--- config.mk ---
export PLATFORM = sky130hd
export DESIGN_NAME = beacon_freq_transmitter
export DESIGN_NICKNAME = d
export VERILOG_FILES = /design/src/rtl/beacon_freq_transmitter.sv
export SDC_FILE = /design/constraint.sdc
export NUM_CORES = 1
export LEC_CHECK = 0
export ABC_AREA = 1
export CAP_MARGIN = 15
export CELL_PAD_IN_SITES_DETAIL_PLACEMENT = 1
export CELL_PAD_IN_SITES_GLOBAL_PLACEMENT = 1
export CORE_MARGIN = 3
export CORE_UTILIZATION = 48
export CTS_CLUSTER_DIAMETER = 150
export DETAILED_ROUTE_END_ITERATION = 8
export PLACE_DENSITY_LB_ADDON = 0.12
export SKIP_LAST_GASP = 1
export SYNTH_ARGS = -nofsm -noshare
export SYNTH_HDL_FRONTEND = slang
export SYNTH_SLANG_ARGS = --single-unit
--- constraint.sdc ---
create_clock -name clock -period 3.2 [get_ports clock]
set_input_delay 0.32 -clock clock [delete_from_list [all_inputs] [get_ports clock]]
set_output_delay 0.32 -clock clock [all_outputs]
set_load 0.02 [all_outputs]
--- src/rtl/beacon_freq_transmitter.sv ---
// Frequency-coded beacon emitter: bursts of a square-wave tone (F1/F2/F3) followed by a silent gap.
// Optional IR carrier gating enabled with `define BEACON_CARRIER_EN.
module beacon_freq_transmitter #(
  parameter int unsigned CLK_HZ        = 100000000,
  parameter int unsigned F1_HZ         = 1000,
  parameter int unsigned F2_HZ         = 2000,
  parameter int unsigned F3_HZ         = 3000,
  parameter int unsigned BURST_PERIODS = 50,
  parameter int unsigned GAP_CLKS      = 5000000,
  parameter int unsigned CARRIER_HZ    = 38000
) (
  input  logic       clock,
  input  logic       reset,
  input  logic       start,
  input  logic       stop,
  input  logic [1:0] freq_sel,
  input  logic       repeat_en,
  output logic       tx_out,
  output logic       tx_env,
  output logic       busy,
  output logic       done,
  output logic [1:0] code_active
);

  localparam int unsigned HALF1    = CLK_HZ / (2 * F1_HZ);
  localparam int unsigned HALF2    = CLK_HZ / (2 * F2_HZ);
  localparam int unsigned HALF3    = CLK_HZ / (2 * F3_HZ);
  localparam int unsigned HALF12   = (HALF1 > HALF2) ? HALF1 : HALF2;
  localparam int unsigned HALF_MAX = (HALF12 > HALF3) ? HALF12 : HALF3;
  localparam int unsigned CNT_MAX  = (HALF_MAX > GAP_CLKS) ? HALF_MAX - 1 : GAP_CLKS - 1;
  localparam int unsigned CNT_W    = (CNT_MAX > 0) ? $clog2(CNT_MAX + 1) : 1;
  localparam int unsigned PH_MAX   = 2 * BURST_PERIODS - 1;
  localparam int unsigned PH_W     = (PH_MAX > 0) ? $clog2(PH_MAX + 1) : 1;

  if (HALF1 < 1 || HALF2 < 1 || HALF3 < 1) begin : g_bad_half
    $error("beacon_freq_transmitter: tone half-period below one clock");
  end

  typedef enum logic [1:0] {S_IDLE, S_BURST, S_GAP} state_t;

  state_t           r_state, w_state_nxt;
  logic [CNT_W-1:0] r_cnt, w_cnt_nxt, w_half_m1;
  logic [PH_W-1:0]  r_phase, w_phase_nxt;
  logic             r_env, w_env_nxt;
  logic             r_busy, w_busy_nxt;
  logic             r_done, w_done_nxt;
  logic [1:0]       r_code, w_code_nxt;
  logic             r_tx_out, w_tx_out_nxt;
  logic             w_burst_entry;

  // Half-period length for the latched tone code
  always_comb begin
    case (r_code)
      2'd1:    w_half_m1 = CNT_W'(HALF1 - 1);
      2'd2:    w_half_m1 = CNT_W'(HALF2 - 1);
      default: w_half_m1 = CNT_W'(HALF3 - 1);
    endcase
  end

  always_comb begin
    w_state_nxt   = r_state;
    w_cnt_nxt     = r_cnt;
    w_phase_nxt   = r_phase;
    w_env_nxt     = r_env;
    w_code_nxt    = r_code;
    w_done_nxt    = 1'b0;
    w_burst_entry = 1'b0;
    case (r_state)
      S_IDLE: begin
        if (start && freq_sel != 2'd0) begin
          w_state_nxt   = S_BURST;
          w_code_nxt    = freq_sel;
          w_cnt_nxt     = '0;
          w_phase_nxt   = '0;
          w_env_nxt     = 1'b1;
          w_burst_entry = 1'b1;
        end
      end
      S_BURST: begin
        if (stop) begin
          w_state_nxt = S_IDLE;
          w_code_nxt  = 2'd0;
          w_env_nxt   = 1'b0;
          w_cnt_nxt   = '0;
          w_phase_nxt = '0;
        end else if (r_cnt == w_half_m1) begin
          w_cnt_nxt = '0;
          if (r_phase == PH_W'(PH_MAX)) begin
            w_state_nxt = S_GAP;
            w_env_nxt   = 1'b0;
            w_phase_nxt = '0;
          end else begin
            w_phase_nxt = r_phase + PH_W'(1);
            w_env_nxt   = ~r_env;
          end
        end else begin
          w_cnt_nxt = r_cnt + CNT_W'(1);
        end
      end
      S_GAP: begin
        if (stop) begin
          w_state_nxt = S_IDLE;
          w_code_nxt  = 2'd0;
          w_cnt_nxt   = '0;
        end else if (r_cnt == CNT_W'(GAP_CLKS - 1)) begin
          w_cnt_nxt = '0;
          if (repeat_en) begin
            w_state_nxt   = S_BURST;
            w_env_nxt     = 1'b1;
            w_burst_entry = 1'b1;
          end else begin
            w_state_nxt = S_IDLE;
            w_code_nxt  = 2'd0;
            w_done_nxt  = 1'b1;
          end
        end else begin
          w_cnt_nxt = r_cnt + CNT_W'(1);
        end
      end
      default: begin
        w_state_nxt = S_IDLE;
        w_code_nxt  = 2'd0;
        w_env_nxt   = 1'b0;
        w_cnt_nxt   = '0;
        w_phase_nxt = '0;
      end
    endcase
    w_busy_nxt = (w_state_nxt != S_IDLE);
  end

`ifdef BEACON_CARRIER_EN
  localparam int unsigned CAR_HALF = CLK_HZ / (2 * CARRIER_HZ);
  localparam int unsigned CAR_W    = (CAR_HALF > 1) ? $clog2(CAR_HALF) : 1;

  if (CAR_HALF < 1) begin : g_bad_carrier
    $error("beacon_freq_transmitter: carrier half-period below one clock");
  end

  logic             r_car, w_car_nxt;
  logic [CAR_W-1:0] r_car_cnt, w_car_cnt_nxt;

  // Carrier restarts high on each burst entry and only runs while bursting
  always_comb begin
    w_car_nxt     = r_car;
    w_car_cnt_nxt = r_car_cnt;
    if (w_burst_entry) begin
      w_car_nxt     = 1'b1;
      w_car_cnt_nxt = '0;
    end else if (w_state_nxt == S_BURST) begin
      if (r_car_cnt == CAR_W'(CAR_HALF - 1)) begin
        w_car_nxt     = ~r_car;
        w_car_cnt_nxt = '0;
      end else begin
        w_car_cnt_nxt = r_car_cnt + CAR_W'(1);
      end
    end else begin
      w_car_nxt     = 1'b0;
      w_car_cnt_nxt = '0;
    end
    w_tx_out_nxt = w_env_nxt & w_car_nxt;
  end

  always_ff @(posedge clock or posedge reset) begin
    if (reset) begin
      r_car     <= 1'b0;
      r_car_cnt <= '0;
    end else begin
      r_car     <= w_car_nxt;
      r_car_cnt <= w_car_cnt_nxt;
    end
  end
`else
  always_comb w_tx_out_nxt = w_env_nxt;
`endif

  always_ff @(posedge clock or posedge reset) begin
    if (reset) begin
      r_state  <= S_IDLE;
      r_cnt    <= '0;
      r_phase  <= '0;
      r_env    <= 1'b0;
      r_busy   <= 1'b0;
      r_done   <= 1'b0;
      r_code   <= 2'd0;
      r_tx_out <= 1'b0;
    end else begin
      r_state  <= w_state_nxt;
      r_cnt    <= w_cnt_nxt;
      r_phase  <= w_phase_nxt;
      r_env    <= w_env_nxt;
      r_busy   <= w_busy_nxt;
      r_done   <= w_done_nxt;
      r_code   <= w_code_nxt;
      r_tx_out <= w_tx_out_nxt;
    end
  end

  assign tx_out      = r_tx_out;
  assign tx_env      = r_env;
  assign busy        = r_busy;
  assign done        = r_done;
  assign code_active = r_code;

endmodule

==> qor.txt <==
antenna-violating nets left -> 0
Max clock buf depth -> 2
Nets -> 393
Core ar. -> 5300 µm²
Area Overhead vs Synth -> 8.75%
slowest cell on the critical path -> dfrtp_1
Peak Freq -> 472 MHz
IO buf count -> 12
drt drc -> 0
type of the worst min-delay path -> input pin to asynchronous set/reset pin
critical path type -> register to register
Crit path top cell by count -> inv_1
YS warnings -> 0
largest cells by area after synthesis -> dfrtp_1 34%, nand2_1 12%, a21oi_2 6.8%
average wire per cell in the routed design -> 16.0 µm
Slew HR -> 0.484
Setup Skew -> 5.70 ps
post-route total power -> 0.00161 W
Crit Path Max Fanout -> 22
row count -> 26
clock root cell -> clkbuf_8
Synth Register Bits -> 37
initial antenna violation count -> 0
P per Cell Area -> 543 nW/µm²
Synth top area share -> 0.341
Startpoint Class -> register
CTS tree -> yes
synthesized net count -> 380
Worst EP required -> 3350 ps
Synth async-reset ratio -> 1.00
Setup WS post-layout -> 1080 ps
dominant cell type by area after synthesis -> dfrtp_1
first-pass GRT wire length -> 12000 µm
Max Cap Viol -> 0
most frequent cells in the layout -> 83 x nand2_1, 43 x inv_1, 39 x nor2_1
Arrival @ worst endpoint -> 2270 ps
CTS clk-pin slew, worst paths -> 70 ps
Pre-antenna DRT Iters -> 4
clk sink count -> 37
unrepaired setup endpoints after global routing -> no
Post-CTS Setup Inserts -> 0
status -> finished, final reports clean
DP Area -> 2880 µm²
register area share after synthesis -> 0.341
Register Area -> 926 µm²
die area -> 6600 µm²
Synth Flop Type -> dfrtp_1
vias in the first global route -> 2550
setup TNS -> 0 ps
clock latency on the worst-skew pair -> 300 ps
ratio of cells with drive above 1 in the final layout -> 0.161
crit path capture type -> register
Die Wd -> 81.2 µm
Final Hold Vio Count -> 0
H-Tree Depth -> 2
Multi-input gate area -> 1540 µm²
GPL Wtd Cong -> 0.821
min cycle time layout -> 2120 ps
Worst Reg-to-Reg Cells -> 13
fillcell total -> 705
io pins -> 13
Leakage -> 1.27 nW
Synth Instances -> 364
GRT Overall Usage -> 0.239
Initial Utilization -> 0.513
Post-synth EDFFs -> 0
Final period util -> 0.662
Crit path largest cell delay -> 410 ps
# hold bufs at CTS -> 0
commonest non-fill, non-tap cell in the layout -> nand2_1
via/cell ratio -> 5.42
post-route cell area -> 2960 µm²
CTS resizes -> 0
total gr overflow -> 0
Detailed Route WL -> 7160 µm
Inserted Clock Buffers -> 5
average cell area after synthesis -> 7.47 µm²
Worst-Margin Slew -> 772 ps
total vias in the final route -> 2429
Final Setup Violations -> 0
post-synth cell types -> 36
peak supply drop -> 0.000326 V
# diodes -> 0
Die Ht -> 81.2 µm
synthesized area -> 2720 µm²
1st-iter DRT viols -> 73
worst path cell trace -> inv_1, ha_1, inv_1, nand2_1, nand2_1, inv_1, nand3_1, nor2_4, nand2_2, nand2_4, nand2_2, nand2_4, a21boi_0
dpl hpwl -> 5440 µm
worst slack at placement -> 1030 ps
Slew Viols, Final -> 0
largest net degree at the start of global routing -> 23
-- state kept, by name, summed over array words and instances (netlist names) --
| signal | count |
|---|---|
| r_cnt | 23 |
| r_state | 2 |
| busy | 1 |
| code_active | 2 |
| tx_out | 1 |
| r_phase | 7 |
| done | 1 |
-- worst max-delay path, delay by kind of cell (launching register included) --
kind / cells / cell delay, ps
flops: 1 / 410
buf+inv: 3 / 240
fa+ha+maj: 1 / 260
simple gates: 8 / 930
compound gates: 1 / 140
-- worst paths after layout --
kind,slack (ps),end,from
max,1080,r_cnt[1],code_active[0]
min,470,r_phase[1],reset
max reg2reg,1080,r_cnt[1],code_active[0]
min reg2reg,550,r_phase[5],r_phase[5]
max in group asynchronous,1980,tx_out,reset
min in group clock,550,r_phase[5],r_phase[5]
-- synth_stat cells, types with 6 or more instances --
master,count
nand3_1,27
nor3_1,7
nand4_1,16
inv_1,43
ha_1,9
nor2_1,39
a21oi_2,21
nand2_2,6
xor2_1,12
o21ai_2,7
nand2_1,84
o21ai_0,12
dfrtp_1,37
-- power breakdown --
group	internal [W]	switching (W)
Sequential	0.000517	0.0000534
Clock	0.000155	0.000168
Combinational	0.000234	0.000479
Total	0.000905	0.000700
-- through the flow --
step	hold WS (ps)	std cells	util
detailed placement	528	440	0.542
floorplan	391	364	-
global placement	525	440	0.542
CTS	499	448	0.557
global route	540	448	0.557
finish	468	448	0.557
-- metal layers --
layer / GRT usage / wire (µm) / vias to the layer above
met2: 0.425 / 3640 / 24
met4: 0.0608 / 77 / 0
met3: 0.0410 / 151 / 7
met1: 0.299 / 3300 / 1195
met5: 0 / 0 / -
li1: - / - / 1203
-- final cells by class --
cell class              instances  area share
flip-flops and latches         37       0.313
clock buffers                   8      0.0271
inverters                      49      0.0622
multi-input cells             269       0.519
repair buffers                 15      0.0483
well taps                      70      0.0296
-- cell families after synthesis --
family / after synthesis / synth area share
flops: 37 / 0.341
xor+xnor: 15 / 0.0483
simple gates: 196 / 0.340
buf+inv: 58 / 0.0953
compound gates: 49 / 0.134
fa+ha+maj: 9 / 0.0414
(Power assumes the default switching activity.)
